$ cat src/rtl/output_port_rr_arbiter_if.sv
//------------------------------------------------------------------------------
// Module      : output_port_rr_arbiter_if
// Description : Handshake bundle between the per-port arbiter and the channel
//               side of the router output port.
//               master : drives req/rok/last/wok, observes the grant side
//               slave  : the arbiter (consumes req/rok/last/wok,
//                        produces gnt/busy/xfer/eop/timeout)
//               Signals:
//                 req     [N] head flit of channel routed to this port
//                 rok     [N] channel FIFO has data to read
//                 last    [N] tlast of the channel's current head flit
//                 wok         downstream can accept a beat
//                 gnt     [N] one-hot grant (zero when idle)
//                 busy        a packet currently holds the port
//                 xfer        a beat moves this cycle
//                 eop         the tlast beat moves this cycle
//                 timeout     one-cycle pulse when a stalled grant is dropped
// Revision    : 1.0 - initial release
//------------------------------------------------------------------------------
`default_nettype none

interface output_port_rr_arbiter_if #(
    parameter int NUMBER_CHANNELS = 5
);
    logic [NUMBER_CHANNELS-1:0] req;
    logic [NUMBER_CHANNELS-1:0] rok;
    logic [NUMBER_CHANNELS-1:0] last;
    logic                       wok;
    logic [NUMBER_CHANNELS-1:0] gnt;
    logic                       busy;
    logic                       xfer;
    logic                       eop;
    logic                       timeout;

    modport master (
        output req, rok, last, wok,
        input  gnt, busy, xfer, eop, timeout
    );

    modport slave (
        input  req, rok, last, wok,
        output gnt, busy, xfer, eop, timeout
    );
endinterface

`default_nettype wire

$ cat src/rtl/output_port_rr_arbiter.sv
//------------------------------------------------------------------------------
// Module      : output_port_rr_arbiter
// Description : Round-robin, packet-locking (wormhole) arbiter sharing one
//               router output port among NUMBER_CHANNELS input channels.
//               The grant is taken in IDLE from the first requester at or
//               after the priority pointer and held until the tlast beat
//               moves; the pointer then advances past the served channel.
//               Optional feature macro: ARB_TIMEOUT_EN - drops a grant that
//               has not moved a beat for TIMEOUT_CYCLES cycles.
// Ports       : clk   - system clock, rising edge
//               rst_n - asynchronous active-low reset
//               bus   - output_port_rr_arbiter_if.slave
//                       (req/rok/last/wok in, gnt/busy/xfer/eop/timeout out)
// Revision    : 1.0 - initial release
//------------------------------------------------------------------------------
`default_nettype none

module output_port_rr_arbiter #(
    parameter int NUMBER_CHANNELS = 5,
    parameter int TIMEOUT_CYCLES  = 256
) (
    input wire clk,
    input wire rst_n,
    output_port_rr_arbiter_if.slave bus
);

    localparam int c_idx_w = (NUMBER_CHANNELS > 1) ? $clog2(NUMBER_CHANNELS) : 1;
    // One extra bit so ptr + offset cannot overflow before the wrap subtract.
    localparam int c_sum_w = c_idx_w + 1;

    localparam logic [0:0] c_st_idle  = 1'b0;
    localparam logic [0:0] c_st_grant = 1'b1;

    logic [0:0]                 r_state;
    logic [c_idx_w-1:0]         r_ptr;
    logic [c_idx_w-1:0]         r_gidx;
    logic [NUMBER_CHANNELS-1:0] r_gnt;
    logic                       r_busy;

    logic                       w_xfer;
    logic                       w_eop;
    logic                       w_stall_expire;
    logic                       w_found;
    logic [c_idx_w-1:0]         w_winner;
    logic [c_sum_w-1:0]         w_cand;
    logic [NUMBER_CHANNELS-1:0] w_winner_oh;
    logic [c_idx_w-1:0]         w_ptr_next;

    // A beat only moves on the granted lane, so masking with the one-hot
    // grant is enough; when idle the grant is zero and nothing moves.
    assign w_xfer = bus.wok & (|(r_gnt & bus.rok));
    assign w_eop  = w_xfer & (|(r_gnt & bus.last));

    // Circular search starting at the pointer; the first hit wins.
    always_comb begin
        w_winner = '0;
        w_found  = 1'b0;
        w_cand   = '0;
        for (int i = 0; i < NUMBER_CHANNELS; i++) begin
            w_cand = {1'b0, r_ptr} + c_sum_w'(i);
            if (w_cand >= c_sum_w'(NUMBER_CHANNELS)) begin
                w_cand = w_cand - c_sum_w'(NUMBER_CHANNELS);
            end
            if (!w_found && bus.req[w_cand[c_idx_w-1:0]]) begin
                w_found  = 1'b1;
                w_winner = w_cand[c_idx_w-1:0];
            end
        end
    end

    always_comb begin
        w_winner_oh           = '0;
        w_winner_oh[w_winner] = 1'b1;
    end

    // Priority moves to the channel just after the one that was served.
    assign w_ptr_next = (r_gidx == c_idx_w'(NUMBER_CHANNELS - 1)) ? '0 : r_gidx + 1'b1;

    always_ff @(posedge clk or negedge rst_n) begin
        if (!rst_n) begin
            r_state <= c_st_idle;
            r_ptr   <= '0;
            r_gidx  <= '0;
            r_gnt   <= '0;
            r_busy  <= 1'b0;
        end else begin
            case (r_state)
                c_st_idle: begin
                    if (w_found) begin
                        r_gnt   <= w_winner_oh;
                        r_gidx  <= w_winner;
                        r_busy  <= 1'b1;
                        r_state <= c_st_grant;
                    end
                end
                c_st_grant: begin
                    // Requests are ignored here: the packet owns the port
                    // until its last beat moves (or it is timed out).
                    if (w_eop || w_stall_expire) begin
                        r_gnt   <= '0;
                        r_busy  <= 1'b0;
                        r_ptr   <= w_ptr_next;
                        r_state <= c_st_idle;
                    end
                end
                default: begin
                    r_gnt   <= '0;
                    r_busy  <= 1'b0;
                    r_state <= c_st_idle;
                end
            endcase
        end
    end

`ifdef ARB_TIMEOUT_EN
    localparam int c_stall_w = $clog2(TIMEOUT_CYCLES) + 1;

    logic [c_stall_w-1:0] r_stall;
    logic                 r_timeout;

    // The cycle that finds the counter at its limit with no beat moving is
    // the last stalled cycle tolerated; the next edge releases the grant.
    assign w_stall_expire = (r_state == c_st_grant) && !w_xfer &&
                            (r_stall == c_stall_w'(TIMEOUT_CYCLES - 1));

    always_ff @(posedge clk or negedge rst_n) begin
        if (!rst_n) begin
            r_stall   <= '0;
            r_timeout <= 1'b0;
        end else begin
            r_timeout <= w_stall_expire;
            if ((r_state != c_st_grant) || w_xfer || w_stall_expire) begin
                r_stall <= '0;
            end else begin
                r_stall <= r_stall + 1'b1;
            end
        end
    end

    assign bus.timeout = r_timeout;
`else
    assign w_stall_expire = 1'b0;
    assign bus.timeout    = 1'b0;
`endif

    assign bus.gnt  = r_gnt;
    assign bus.busy = r_busy;
    assign bus.xfer = w_xfer;
    assign bus.eop  = w_eop;

endmodule

`default_nettype wire

$ cat src/flat_wrapper.sv
// flat-port wrapper written by rule: the top's interface ports become plain ports
module output_port_rr_arbiter_flat 
#(
    parameter int NUMBER_CHANNELS = 5,
    parameter int TIMEOUT_CYCLES  = 256
)
  (clk, rst_n, bus_req, bus_rok, bus_last, bus_wok, bus_gnt, bus_busy, bus_xfer, bus_eop, bus_timeout);
  output_port_rr_arbiter_if #(.NUMBER_CHANNELS(NUMBER_CHANNELS)) bus_i ();
  input wire clk;
  input wire rst_n;
  input wire logic [$bits(bus_i.req)-1:0] bus_req;
  input wire logic [$bits(bus_i.rok)-1:0] bus_rok;
  input wire logic [$bits(bus_i.last)-1:0] bus_last;
  input wire logic [$bits(bus_i.wok)-1:0] bus_wok;
  output wire logic [$bits(bus_i.gnt)-1:0] bus_gnt;
  output wire logic [$bits(bus_i.busy)-1:0] bus_busy;
  output wire logic [$bits(bus_i.xfer)-1:0] bus_xfer;
  output wire logic [$bits(bus_i.eop)-1:0] bus_eop;
  output wire logic [$bits(bus_i.timeout)-1:0] bus_timeout;
  assign bus_i.req = bus_req;
  assign bus_i.rok = bus_rok;
  assign bus_i.last = bus_last;
  assign bus_i.wok = bus_wok;
  assign bus_gnt = bus_i.gnt;
  assign bus_busy = bus_i.busy;
  assign bus_xfer = bus_i.xfer;
  assign bus_eop = bus_i.eop;
  assign bus_timeout = bus_i.timeout;
  output_port_rr_arbiter #(.NUMBER_CHANNELS(NUMBER_CHANNELS), .TIMEOUT_CYCLES(TIMEOUT_CYCLES)) u_core (.clk(clk), .rst_n(rst_n), .bus(bus_i));
endmodule
$ cat config.mk
export PLATFORM = sky130hd
export DESIGN_NAME = output_port_rr_arbiter_flat
export DESIGN_NICKNAME = d
export VERILOG_FILES = /design/src/rtl/output_port_rr_arbiter_if.sv /design/src/rtl/output_port_rr_arbiter.sv /design/src/flat_wrapper.sv
export SDC_FILE = /design/constraint.sdc
export NUM_CORES = 1
export LEC_CHECK = 0
export ABC_AREA = 1
export CORE_MARGIN = 3
export CORE_UTILIZATION = 53
export CTS_CLUSTER_SIZE = 20
export DETAILED_ROUTE_END_ITERATION = 6
export PLACE_DENSITY_LB_ADDON = 0.08
export SYNTH_ARGS = -nofsm -noshare
export SYNTH_HDL_FRONTEND = slang
export SYNTH_SLANG_ARGS = --single-unit
$ cat constraint.sdc
create_clock -name clk -period 3.04 [get_ports clk]
set_clock_uncertainty 0.05 [all_clocks]
set_input_delay 0.608 -clock clk [delete_from_list [all_inputs] [get_ports clk]]
set_output_delay 0.608 -clock clk [all_outputs]
set_load 0.01 [all_outputs]
==> qor.csv, run 1 <==
stage,metric,value,unit
layout,drive_gt1_share,10.2,%
layout,area_growth,23.1,%
layout,seq_area,325,um2
logic_synthesis,syn-num-nets,289,
setup_path,end_kind,output pin,
drt,wl,4360,um
floorplan,ios,27,
logic_synthesis,yosysSeqAreaShare,20.6,%
flow_run,max_cap_viol_count,0,
layout,nNetsFinal,323,
setup_path,startpoint_type,input pin,
setup_path,crit_fanout,2,
drt,avgRoutedWirePerCell,13.5,um
floorplan,core_area,2810,um2
timing,min_period,2840,ps
logic_synthesis,synthFlopType,dfrtp_1,
timing,final_hold_viol_count,0,
logic_synthesis,avgSynthCellArea,6.09,um2
timing,setup_viol,0,
layout,n_antenna_cell,0,
power,power_leakage,1.04,nW
setup_path,crit_arrival,2190,ps
timing,fmax,352,MHz
logic_synthesis,yosysTopAreaCell,nand2_1,
place,dp_cells,319,
place,place.gp.congestion,1.01,
logic_synthesis,synth_compound_area_share,9.88,%
layout,final.fill_count,277,
logic_synthesis,synth_top_family_by_area,simple AND/OR/NAND/NOR gates,
power,p_sw_share,24.7,%
logic_synthesis,synth-xor-area-share,2.06,%
power,pwr-share-clk,31.0,%
grt,track_usage,25.1,%
power,p_seq_share,51.4,%
logic_synthesis,syn_area,1580,um2
logic_synthesis,syn-instance-count,260,
logic_synthesis,synthTopCellsByArea,"nand2_1 21%, dfrtp_1 21%, nand3_1 14%, ha_1 7.9%, inv_1 6.4%",
drt,viasPerCell,5.50,
logic_synthesis,ys_seq_elements,13,
timing,whs,446,ps
power,combPwrFrac,17.5,%
drt,drc,0,
timing,tightest_slew,559,ps
grt,grt_antenna_before_repair,0,
clock_tree,insertion_delay,270,ps
place,port_buffers,25,
clock_tree,cts_hold_buf,0,
logic_synthesis,synth-async-reset-ratio,100,%
clock_tree,numCtsBuffers,3,
floorplan,die_area,3680,um2
clock_tree,cts_max_level,1,
power,p_switching,83.0,uW
clock_tree,max-clock-path-buffers,2,
grt,grt_max_degree,14,
layout,layout.cells.non_filler,324,
logic_synthesis,synth_top_area_share,20.6,%
power,p_per_area,172,nW/um2
timing,finalSetupTns,0,ps
drt,routed-via-count,1781,
timing,finalCritPeriodShare,93.5,%
floorplan,die_w,60.6,um
clock_tree,cts_tree,done,
floorplan,start_util,56.4,%
worst_hold_path,hold_class,register to register,
floorplan,die_y,60.6,um
status,status,"finished, final reports clean",
setup_path,cp_data_required_time,2380,ps
place,hpwl,3550,um
logic_synthesis,yosys.area_share.adder,9.17,%
clock_tree,ctsRootBufferMaster,clkbuf_4,
timing,report.final.slew_viol_count,0,
layout,multi_input_comb_area,1120,um2
grt,grt_pass1_vias,1556,
logic_synthesis,synth_mux_area_share,0,%
grt,overflow,0,
clock_tree,clkTransAtPathRegs,70,ps
drt,antenna_left,0,
floorplan,row_count,19,
setup_path,critPathKind,input pin to output pin,
logic_synthesis,synth_cell_types,27,
power,p_int,253,uW
power,vdd_drop_max,0.204,mV
drt,first_pass_iters,4,
drt,drt_iter0_drc,206,
logic_synthesis,synth_edf_count,0,
logic_synthesis,yosys.area_share.simple,48.7,%
timing,slew_headroom,62.6,%
clock_tree,clkSinkCount,13,
grt,grt_pass1_wl,6890,um
logic_synthesis,yosysWarnings,0,
## cells in the final DEF, fill, tap and decap left out, types with 6 or more instances in the layout
cell type	instances
buf_4	6
ha_1	10
nand3_1	43
nor2_1	16
dfrtp_1	13
nand4_1	14
o21ai_0	11
clkdlybuf4s50_1	25
nand2_1	86
inv_1	27
## metrics by stage
stage | utilization (%) | total power [mW] | setup WS [ps] | cell area (um2)
floorplan | - | 0.201 | 364 | 1580
global placement | 67.8 | 0.233 | 192 | 1900
detailed placement | 67.8 | 0.233 | 165 | 1900
CTS | 68.8 | 0.339 | 172 | 1930
global route | 69.4 | 0.355 | -0.671 | 1950
finish | 69.4 | 0.336 | 196 | 1950
## worst paths after layout
check | depth (start not counted) | slack [ps] | end | from
worst max-delay path | 8 | 200 | bus_eop | bus_rok[1]
worst min-delay path | 2 | 450 | u_core.bus.busy | u_core.bus.busy
worst max register to register | 19 | 210 | u_core.r_gidx[1] | u_core.r_ptr[0]
worst min register to register | 2 | 450 | u_core.bus.busy | u_core.bus.busy
max in group asynchronous | 1 | 1930 | u_core.r_ptr[2] | rst_n
min in group asynchronous | 1 | 640 | u_core.bus.gnt[1] | rst_n
## worst max-delay path, cell delays in order
cell and delay (ps):
clkdlybuf4s50_1 450, nand2_1 40, nand2_1 70, a221oi_1 40, a21boi_0 220, nand2_1 130, inv_1 90, clkdlybuf4s50_1 530
## state kept, by name (all words and copies together), names as in the netlist
name / count
u_core.r_ptr: 3
u_core.bus.busy: 1
u_core.r_gidx: 3
u_core.r_state: 1
u_core.bus.gnt: 5
## power groups by stage
stage / Clock (mW) / Sequential (mW) / Combinational [mW]
after global placement: 0 / 0.176 / 0.0565
after detailed placement: 0 / 0.176 / 0.0566
final: 0.104 / 0.173 / 0.0589
after CTS: 0.109 / 0.173 / 0.0568
after global routing: 0.118 / 0.173 / 0.0637
after floorplan: 0 / 0.176 / 0.0247
## cells in the mapped netlist, types with 2 or more instances
library cell	count
a21oi_1	4
a221oi_1	2
buf_4	2
dfrtp_1	13
ha_1	10
inv_1	27
inv_2	4
nand2_1	87
nand2_2	3
nand3_1	43
nand3_2	3
nand4_1	14
nor2_1	18
o211ai_1	3
o21ai_0	11
o21ai_1	5
## layer usage
layer / up-vias / GRT usage, % / wire (um)
met1: 796 / 31.7 / 1910
met4: 0 / 10.2 / 105
li1: 926 / - / -
met5: - / 0 / 0
met3: 10 / 1.91 / 169
met2: 49 / 44.3 / 2180
## kinds of logic (layout without fill, tap and decap cells)
| logic type | count (synthesis) | after routing |
|---|---|---|
| flops | 13 | 13 |
| compound gates | 27 | 27 |
| buf+inv | 35 | 68 |
| fa+ha+maj | 11 | 11 |
| simple gates | 171 | 171 |
| xor+xnor | 2 | 2 |
| other cells | 1 | 1 |
## cell type report
| class | instances | share of cell area, % |
|---|---|---|
| timing repair buffer | 32 | 16.2 |
| inverter | 32 | 6.29 |
| sequential | 13 | 16.7 |
| multi-input combinational | 212 | 57.5 |
| clock buffer | 4 | 1.35 |
| tap | 31 | 1.99 |
## timing repair
| action | in CTS | in global routing |
|---|---|---|
| gates resized for setup | 0 | 4 |
| setup buffers | 0 | 1 |
| endpoints found under the setup margin | 0 | 4 |
Power figures use the tool's default switching activity.
==> inputs of run 2 (changes only) <==
--- a/config.mk
+++ b/config.mk
@@ -7,7 +7,7 @@
 export LEC_CHECK = 0
 export ABC_AREA = 1
 export CORE_MARGIN = 3
-export CORE_UTILIZATION = 53
+export CORE_UTILIZATION = 48
 export CTS_CLUSTER_SIZE = 20
 export DETAILED_ROUTE_END_ITERATION = 6
 export PLACE_DENSITY_LB_ADDON = 0.08
==> constraint.sdc (replaced) <==
create_clock -name clk -period 2.4 [get_ports clk]
set_clock_uncertainty 0.05 [all_clocks]
set_input_delay 0.48 -clock clk [delete_from_list [all_inputs] [get_ports clk]]
set_output_delay 0.48 -clock clk [all_outputs]
set_load 0.01 [all_outputs]
==> qor.csv, run 2 (synthesis gave the netlist of run 1 again) <==
stage,metric,value,unit
timing,fmax,380,MHz
status,status,finished with violations,
floorplan,row_count,20,
drt,drc,0,
grt,track_usage,24.1,%
clock_tree,numCtsBuffers,3,
power,report.power.total,448,uW
timing,tightest_slew,608,ps
timing,worst_slack,-233,ps
setup_path,max_stage_delay,470,ps
timing,finalCritPeriodShare,110,%
drt,wl_met2,3000,um
floorplan,die_w,63.4,um
clock_tree,clkTransAtPathRegs,80,ps
power,vdd_drop_max,0.278,mV
drt,first_pass_iters,6,
floorplan,die_area,4020,um2
place,place.gp.congestion,0.826,
setup_path,crit_arrival,2810,ps
floorplan,ios,27,
layout,layout_commonest_cell,nand2_1,
clock_tree,cts_max_level,1,
layout,layout.cells.non_filler,392,
clock_tree,ctsRootBufferMaster,clkbuf_4,
floorplan,start_util,51.0,%
layout,area_growth,75.5,%
clock_tree,insertion_delay,290,ps
status,violations,negative setup slack,
layout,layout_common_cells,"60 x nand2_1, 57 x buf_4, 30 x nand3_1, 23 x clkdlybuf4s50_1, 21 x nand2_2",
power,power_leakage,1.36,nW
floorplan,core_area,3100,um2
grt,grt_pass1_wl,7850,um
grt,grt_pass1_vias,1742,
timing,report.final.slew_viol_count,0,
flow_run,max_cap_viol_count,0,
drt,antenna_left,0,
layout,drive_gt1_share,45.7,%
place,dp_cells,370,
place,port_buffers,25,
timing,rsz0062_at_grt,yes,
drt,viasPerCell,5.88,
place,dp_slack,-218,ps
grt,grt_max_degree,14,
timing,slew_headroom,59.3,%
timing,final_hold_viol_count,0,
setup_path,crit_fanout,4,
drt,routed-via-count,2303,
worst_hold_path,hold_class,register to register,
power,p_per_area,161,nW/um2
setup_path,path_delay_family,simple AND/OR/NAND/NOR gates,
grt,grt_antenna_before_repair,0,
drt,avgRoutedWirePerCell,16.3,um
drt,drt_iter0_drc,247,
drt,wl_met3,636,um
setup_path,worst_path_max_delay_cell,dfrtp_2,
layout,n_antenna_cell,0,
layout,nNetsFinal,378,
floorplan,die_y,63.4,um
drt,wl,6400,um
setup_path,critPathKind,register to register,
setup_path,crit_buf_inv,5,
setup_path,cp_data_required_time,2580,ps
grt,overflow,0,
setup_path,end_kind,register,
drt,wl_met1,2460,um
layout,utilization,89.5,%
clock_tree,cts_tree,done,
timing,setup_viol,10,
layout,largest_register_ffs,5,
setup_path,startpoint_type,register,
clock_tree,max-clock-path-buffers,2,
drt,routed.top_layer,met4,
place,hpwl,3800,um
setup_path,cp_cell_sequence,inv_8 > ha_4 > inv_2 > fa_2 > clkinv_4 > nand2_2 > nand2_4 > nand2_2 > nand2_2 > nand2_1 > nand3_1 > nand3_2 > nand2_4 > inv_2 > nand4_1 > buf_4 > nand3_2 > nor2_4 > nand2_1 > nand2_1,
clock_tree,clkSinkCount,13,
timing,min_period,2630,ps
[run 2: changes by cell type in the layout (fill, tap and decap cells not counted), sizes merged]
cell / change
buf: +56
clkdlybuf4s50: -2
clkinv: +2
inv: -1
[run 2: through the flow]
stage                     TNS [ps]  hold slack [ps]  area, um2
final                        -1940              451       2780
after detailed placement     -2260              415       2260
after global placement       -1840              416       2260
after floorplan               -185              134       1660
after CTS                    -1240              437       2400
after global routing         -3240              478       2780
[run 2: layout make-up]
type,instances,area (um2)
Clock buffer,3,22.5
Clock inverter,1,5.00
Fill cell,154,325
Inverter,32,135
Multi-Input combinational cell,212,1500
Sequential cell,13,329
Tap cell,44,55.1
Timing Repair Buffer,87,734
[run 2: what timing repair did]
| action | CTS | global route |
|---|---|---|
| pin swaps | 16 | 41 |
| hold buffers | 0 | 0 |
| setup endpoints to repair | 12 | 11 |
| buffers inserted | 6 | 12 |
| resized for setup | 21 | 79 |
[run 2: worst paths after layout]
kind	from	end	slack, ps	depth (start not counted)
worst max-delay path	u_core.r_ptr[0]	u_core.bus.gnt[0]	-230	20
worst min-delay path	u_core.bus.busy	u_core.bus.busy	450	2
worst max register to register	u_core.r_ptr[0]	u_core.bus.gnt[0]	-230	20
worst min register to register	u_core.bus.busy	u_core.bus.busy	450	2
max in group asynchronous	rst_n	u_core.r_ptr[2]	1350	1
min in group asynchronous	rst_n	u_core.bus.gnt[1]	520	1
[run 2: per-layer routing]
| layer | vias up | global-route usage, % |
|---|---|---|
| li1 | 1039 | - |
| met1 | 1061 | 34.7 |
| met2 | 161 | 38.3 |
| met3 | 42 | 4.63 |
| met4 | 0 | 3.23 |
| met5 | - | 0 |
[run 2: worst reg2reg max path: cells and delay by family (launching register included)]
family,cells,cell delay (ps)
buf+inv,5,390
simple gates,13,1200
fa+ha+maj,2,480
flops,1,470
[run 2: power by group]
part | switching, mW | internal (mW)
clock | 0.0755 | 0.0620
combinational | 0.0457 | 0.0458
sequential | 0 | 0.219
==> inputs of run 3 (changes only) <==
--- a/config.mk
+++ b/config.mk
@@ -7,7 +7,8 @@
 export LEC_CHECK = 0
 export ABC_AREA = 1
 export CORE_MARGIN = 3
-export CORE_UTILIZATION = 48
+export CORE_UTILIZATION = 53
+export CTS_CLUSTER_DIAMETER = 200
 export CTS_CLUSTER_SIZE = 20
 export DETAILED_ROUTE_END_ITERATION = 6
 export PLACE_DENSITY_LB_ADDON = 0.08
==> constraint.sdc (replaced) <==
create_clock -name clk -period 2.8 [get_ports clk]
set_clock_uncertainty 0.05 [all_clocks]
set_input_delay 0.56 -clock clk [delete_from_list [all_inputs] [get_ports clk]]
set_output_delay 0.56 -clock clk [all_outputs]
set_load 0.01 [all_outputs]
==> qor.csv, run 3 (synthesis gave the netlist of run 1 again) <==
stage,metric,value,unit
status,status,"finished, final reports clean",
layout,final.fill_count,240,
setup_path,worst-path-stages,8,
timing,finalCritPeriodShare,96.2,%
floorplan,core_area,2810,um2
setup_path,path_delay_family,buffers and inverters,
power,vdd_drop_max,0.191,mV
layout,n_antenna_cell,0,
layout,layout_commonest_cell,nand2_1,
drt,viasPerCell,5.70,
power,p_per_area,177,nW/um2
clock_tree,max-clock-path-buffers,2,
place,port_buffers,25,
setup_path,crit_fanout,2,
setup_path,worst_path_max_delay_cell,clkdlybuf4s50_1,
layout,largest_register_ffs,5,
setup_path,crit_buf_inv,3,
setup_path,startpoint_type,input pin,
layout,multi_input_comb_area,1220,um2
worst_hold_path,hold_class,register to register,
drt,routed-via-count,1887,
grt,grt_antenna_before_repair,0,
floorplan,ios,27,
floorplan,row_count,19,
timing,final_hold_viol_count,0,
layout,nNetsFinal,330,
place,place.gp.congestion,0.844,
timing,slew_headroom,62.1,%
grt,overflow,0,
clock_tree,insertion_delay,270,ps
setup_path,end_kind,output pin,
setup_path,cp_data_required_time,2190,ps
setup_path,crit_arrival,2080,ps
clock_tree,clkTransAtPathRegs,70,ps
drt,avgRoutedWirePerCell,13.9,um
power,power_leakage,1.08,nW
layout,drive_gt1_share,20.0,%
setup_path,crit_top_cell,nand2_1,
floorplan,die_y,60.6,um
timing,setup_viol,0,
floorplan,die_w,60.6,um
timing,tightest_slew,567,ps
grt,grt_pass1_vias,1646,
drt,wl,4590,um
timing,min_period,2690,ps
layout,seq_area,325,um2
floorplan,start_util,56.4,%
clock_tree,clkSinkCount,13,
drt,antenna_left,0,
clock_tree,ctsRootBufferMaster,clkbuf_4,
worst_hold_path,hold_depth,2,
flow_run,max_cap_viol_count,0,
setup_path,cp_cell_sequence,clkdlybuf4s50_1 > nand2_1 > nand2_1 > a221oi_2 > a21boi_1 > nand2_1 > inv_1 > clkdlybuf4s50_1,
floorplan,die_area,3680,um2
setup_path,r2r_cells,16,
timing,report.final.slew_viol_count,0,
timing,fmax,371,MHz
timing,finalSetupTns,0,ps
drt,drc,0,
setup_path,critPathKind,input pin to output pin,
setup_path,max_stage_delay,540,ps
grt,grt_max_degree,14,
layout,area_growth,31.9,%
grt,grt_pass1_wl,7010,um
layout,fin_area,2090,um2
grt,track_usage,24.8,%
drt,first_pass_iters,4,
clock_tree,cts_max_level,1,
timing,rsz0062_at_grt,yes,
place,post_dp_cell_area,1930,um2
place,hpwl,3530,um
drt,drt_iter0_drc,195,
clock_tree,cts_tree,done,
clock_tree,numCtsBuffers,3,
layout,layout_common_cells,"78 x nand2_1, 39 x nand3_1, 26 x inv_1, 25 x clkdlybuf4s50_1, 14 x nand4_1",
run 3: cell count changes in the layout (fill, tap and decap cells not counted), sizes merged:
cell           previous run  this run
clkinv                    2         0
buf                      63        14
clkdlybuf4s50            23        25
inv                      31        32
run 3: layout make-up:
cell class | count | share of cell area [%]
inverter | 32 | 5.87
timing repair buffer | 39 | 17.2
tap | 31 | 1.86
sequential | 13 | 15.6
multi-input combinational | 212 | 58.2
clock buffer | 4 | 1.26
run 3: path summary, 6_finish.rpt:
kind                                endpoint  slack [ps]       startpoint
setup / recovery                     bus_eop         110       bus_rok[1]
hold / removal               u_core.bus.busy         440  u_core.bus.busy
setup reg to reg           u_core.bus.gnt[2]         190  u_core.r_ptr[0]
hold reg to reg              u_core.bus.busy         440  u_core.bus.busy
max in group asynchronous    u_core.r_ptr[1]        1730            rst_n
min in group asynchronous  u_core.bus.gnt[1]         590            rst_n
run 3: per-stage QoR:
step | instances | total power [mW] | utilization (%) | setup slack, ps | hold slack (ps)
2_1_floorplan | 260 | 0.218 | - | 124 | 214
3_3_place_gp | 324 | 0.254 | 68.7 | 42.9 | 419
3_5_place_dp | 324 | 0.254 | 68.7 | 13.1 | 423
4_1_cts | 328 | 0.367 | 69.7 | 15.1 | 443
5_1_grt | 331 | 0.385 | 74.4 | -64.9 | 465
6_report | 331 | 0.371 | 74.4 | 106 | 443
run 3: worst register-to-register path: cells and delay by family (launching register included):
family	cells	cell delay, ps
simple gates	12	1450
compound gates	1	90
fa+ha+maj	1	240
buf+inv	2	330
flops	1	420
run 3: repair_timing:
action                                  4_1_cts  5_1_grt
gates resized for setup                       0       35
endpoints found under the setup margin        0       10
hold buffers                                  0        0
setup buffers                                 0        3
run 3: layer usage:
layer,vias to the layer above,part of all wire (%),track usage (%)
met1,863,43,32.4
met4,0,1.4,6.81
met5,-,0,0
li1,952,-,-
met3,9,4.9,1.06
met2,63,50,44.6
run 3: power by group:
part / internal (mW) / switching (mW) / leakage [nW]
combinational: 0.0340 / 0.0349 / 0.911
clock: 0.0552 / 0.0591 / 0.0150
sequential: 0.188 / 0 / 0.150
==> variant, RTL diff (config.mk and constraints of run 2) <==
The option `ARB_TIMEOUT_EN` is turned on by a define.
--- a/src/rtl/output_port_rr_arbiter.sv
+++ b/src/rtl/output_port_rr_arbiter.sv
@@ -16,2 +16,4 @@
 `default_nettype none
+
+`define ARB_TIMEOUT_EN
 
Function: no difference found for any inputs over 10 cycles, from zero or initial values and one cycle with rst_n low; that may be too few to reach the edited logic, so the function may still have changed.
==> variant against run 2 <==
  * The flow still finishes with violations (setup timing)
  * Final area up 9.1%
  * Synthesized cell count up 24%
  * Setup slack worse by 0.0073 ns
  * Synthesized area up 34%
  * Global-route usage down 1.7 points
  * Wire length down 8.8%
  * Die area up 31%
  * Sequential cell count up 10
  * Critical endpoint unchanged
  * Highest routed layer unchanged
Power is left out: the tool's default activity adds up to more than one toggle a clock period on the data nets, which glitch-free logic cannot reach.
==> variant: results (changes against run 2) <==
All-Layer GR Usage -> 0.2239 (-0.01737)
Met1 usage -> 0.3293 (-0.01772)
Failing checks -> setup timing
RePlAce Congestion -> 0.9933 (+20%)
Max FFs per register -> 9 (+4)
Root Buffer -> clkbuf_8
Most flop-heavy register -> u_core.r_stall
Worst R2R Path Depth -> 15 (-25%)
Largest cells by area after synthesis -> dfrtp_1, nand2_1, nand3_1, ha_1, inv_1
Worst hold stages -> 1 (-1)
Slew @ Worst Pin -> 0.3583 ns (-0.2497 ns)
Grt met3 use -> 0.03601 (-0.01033)
Wire per inst -> 13.12 um (-20%)
Setup WS pre-CTS -> -0.2921 ns (-0.07421 ns)
Most frequent cells after synthesis -> nand2_1, nand3_1, inv_1
Worst setup margin -> -0.2405 ns (-0.007265 ns)
Port Buffers -> 26 (+4.0%)
Wire length of the first global-routing pass -> 9522 um (+21%)
Longest Clk Path Bufs -> 2 (unchanged)
Sequential-to-total area share from yosys stat -> 0.2711 (+0.06553)
Syn Nets -> 354 (+22%)
Via Count -> 2,347 (+1.9%)
Post-synth ARST share -> 1.000 (unchanged)
Hold EP -> u_core.r_stall[0]
Post-synth top flop -> dfrtp_1
CP arrival -> 2.79 ns (-0.02 ns)
Synth Warn # -> 0 (unchanged)
Layout cells sized above 1 -> 0.3165 (-0.1404)
Final Setup Violations -> 9 (-1)
DRT iter0 DRCs -> 144 (-42%)
DP HPWL -> 4487 um (+18%)
Outcome -> finished with violations
Distinct cell type count of the synthesized netlist -> 34 (+26%)
Pre-antenna DRT Iters -> 5 (-1)
Final hold slack -> 0.4286 ns (-0.02258 ns)
H-Tree Depth -> 1 (unchanged)
Post-DP Area -> 2741 um^2 (+21%)
Vias in the first global route -> 2,141 (+23%)
Grt met2 use -> 0.3569 (-0.02639)
Worst skew pair latency -> 0.26 ns (-0.03 ns)
Hold Crit Start -> u_core.r_stall[0]
Largest net degree at the start of global routing -> 24 (+10)
Nets -> 427 (+13%)
CP Max Fanout -> 8 (+4)
[variant: cell types whose count changed after synthesis, moves of 3 or more]
cell     delta
dfrtp_1    +10
inv_1       +8
inv_2       +3
nand2_1    +13
nand2_2    +10
nand3_1    +11
nand4_1     -8
nor3_1      +3
nor3b_1     +4
o21ai_1     -3
[variant: logic make-up (layout without fill, tap and decap cells)]
logic type      Yosys count  count (layout)  share of synthesized area
simple gates            212             212                     0.4750
buf+inv                  45             117                    0.08368
compound gates           29              29                    0.08604
flops                    23              23                     0.2711
fa+ha+maj                13              13                    0.08014
xor+xnor                  1               1                   0.004126
[variant: how the worst max path moves through the flow]
| stage | startpoint | end | slack, ns | cells past startpoint |
|---|---|---|---|---|
| 6_report | u_core.r_ptr[0] | u_core.bus.gnt[0] | -0.24 | 15 |
| 2_1_floorplan | u_core.r_ptr[0] | u_core.bus.gnt[0] | -0.01 | 19 |
| 4_1_cts | u_core.r_ptr[1] | u_core.bus.gnt[0] | -0.08 | 18 |
| 5_1_grt | u_core.r_ptr[0] | u_core.bus.gnt[0] | -0.34 | 15 |
| 3_3_place_gp | u_core.r_ptr[1] | u_core.bus.gnt[0] | -0.20 | 16 |
| 3_5_place_dp | u_core.r_ptr[1] | u_core.bus.gnt[0] | -0.29 | 16 |
[variant: layout make-up]
type                    instances  area, um^2
clock inverters                 1       7.507
fillers                       330        1112
multi-input cells             255        1570
inverters                      42       167.7
clock buffers                   3       41.29
repair buffers                 71       603.1
well taps                      50       62.56
flip-flops and latches         23       579.3
[variant: what timing repair did]
action / 4_1_cts / 5_1_grt
setup buffers: 2 / 5
pin swaps: 9 / 18
gates resized for setup: 21 / 31
hold endpoints to repair: 0 / 0
hold buffers: 0 / 0
endpoints found under the setup margin: 11 / 13
[variant: critical path: stages (launching register included)]
cell     delay (ns)
dfrtp_2        0.43
buf_4          0.15
ha_1           0.22
nand2_2        0.11
nand3_4        0.12
o21ai_0        0.32
nand3_1        0.16
nand3_1        0.11
nand2_2        0.12
nand3_4        0.13
nor2_4         0.06
a21oi_4        0.25
inv_4          0.09
nor2_4         0.13
nand2_1        0.06
nand2_1        0.05
[variant: per-layer routing]
metal | part of all wire | up-vias
li1 | - | 1204
met1 | 0.47 | 1051
met2 | 0.46 | 84
met3 | 0.068 | 8
met4 | 0.0072 | 0
met5 | 0 | -
[variant: per-stage QoR]
stage	instances	util	TNS [ns]
after floorplan	323	-	-0.03011
after global placement	434	0.6615	-1.587
after detailed placement	434	0.6615	-2.248
after CTS	440	0.6932	-0.5023
after global routing	445	0.7316	-2.643
final	445	0.7316	-1.625
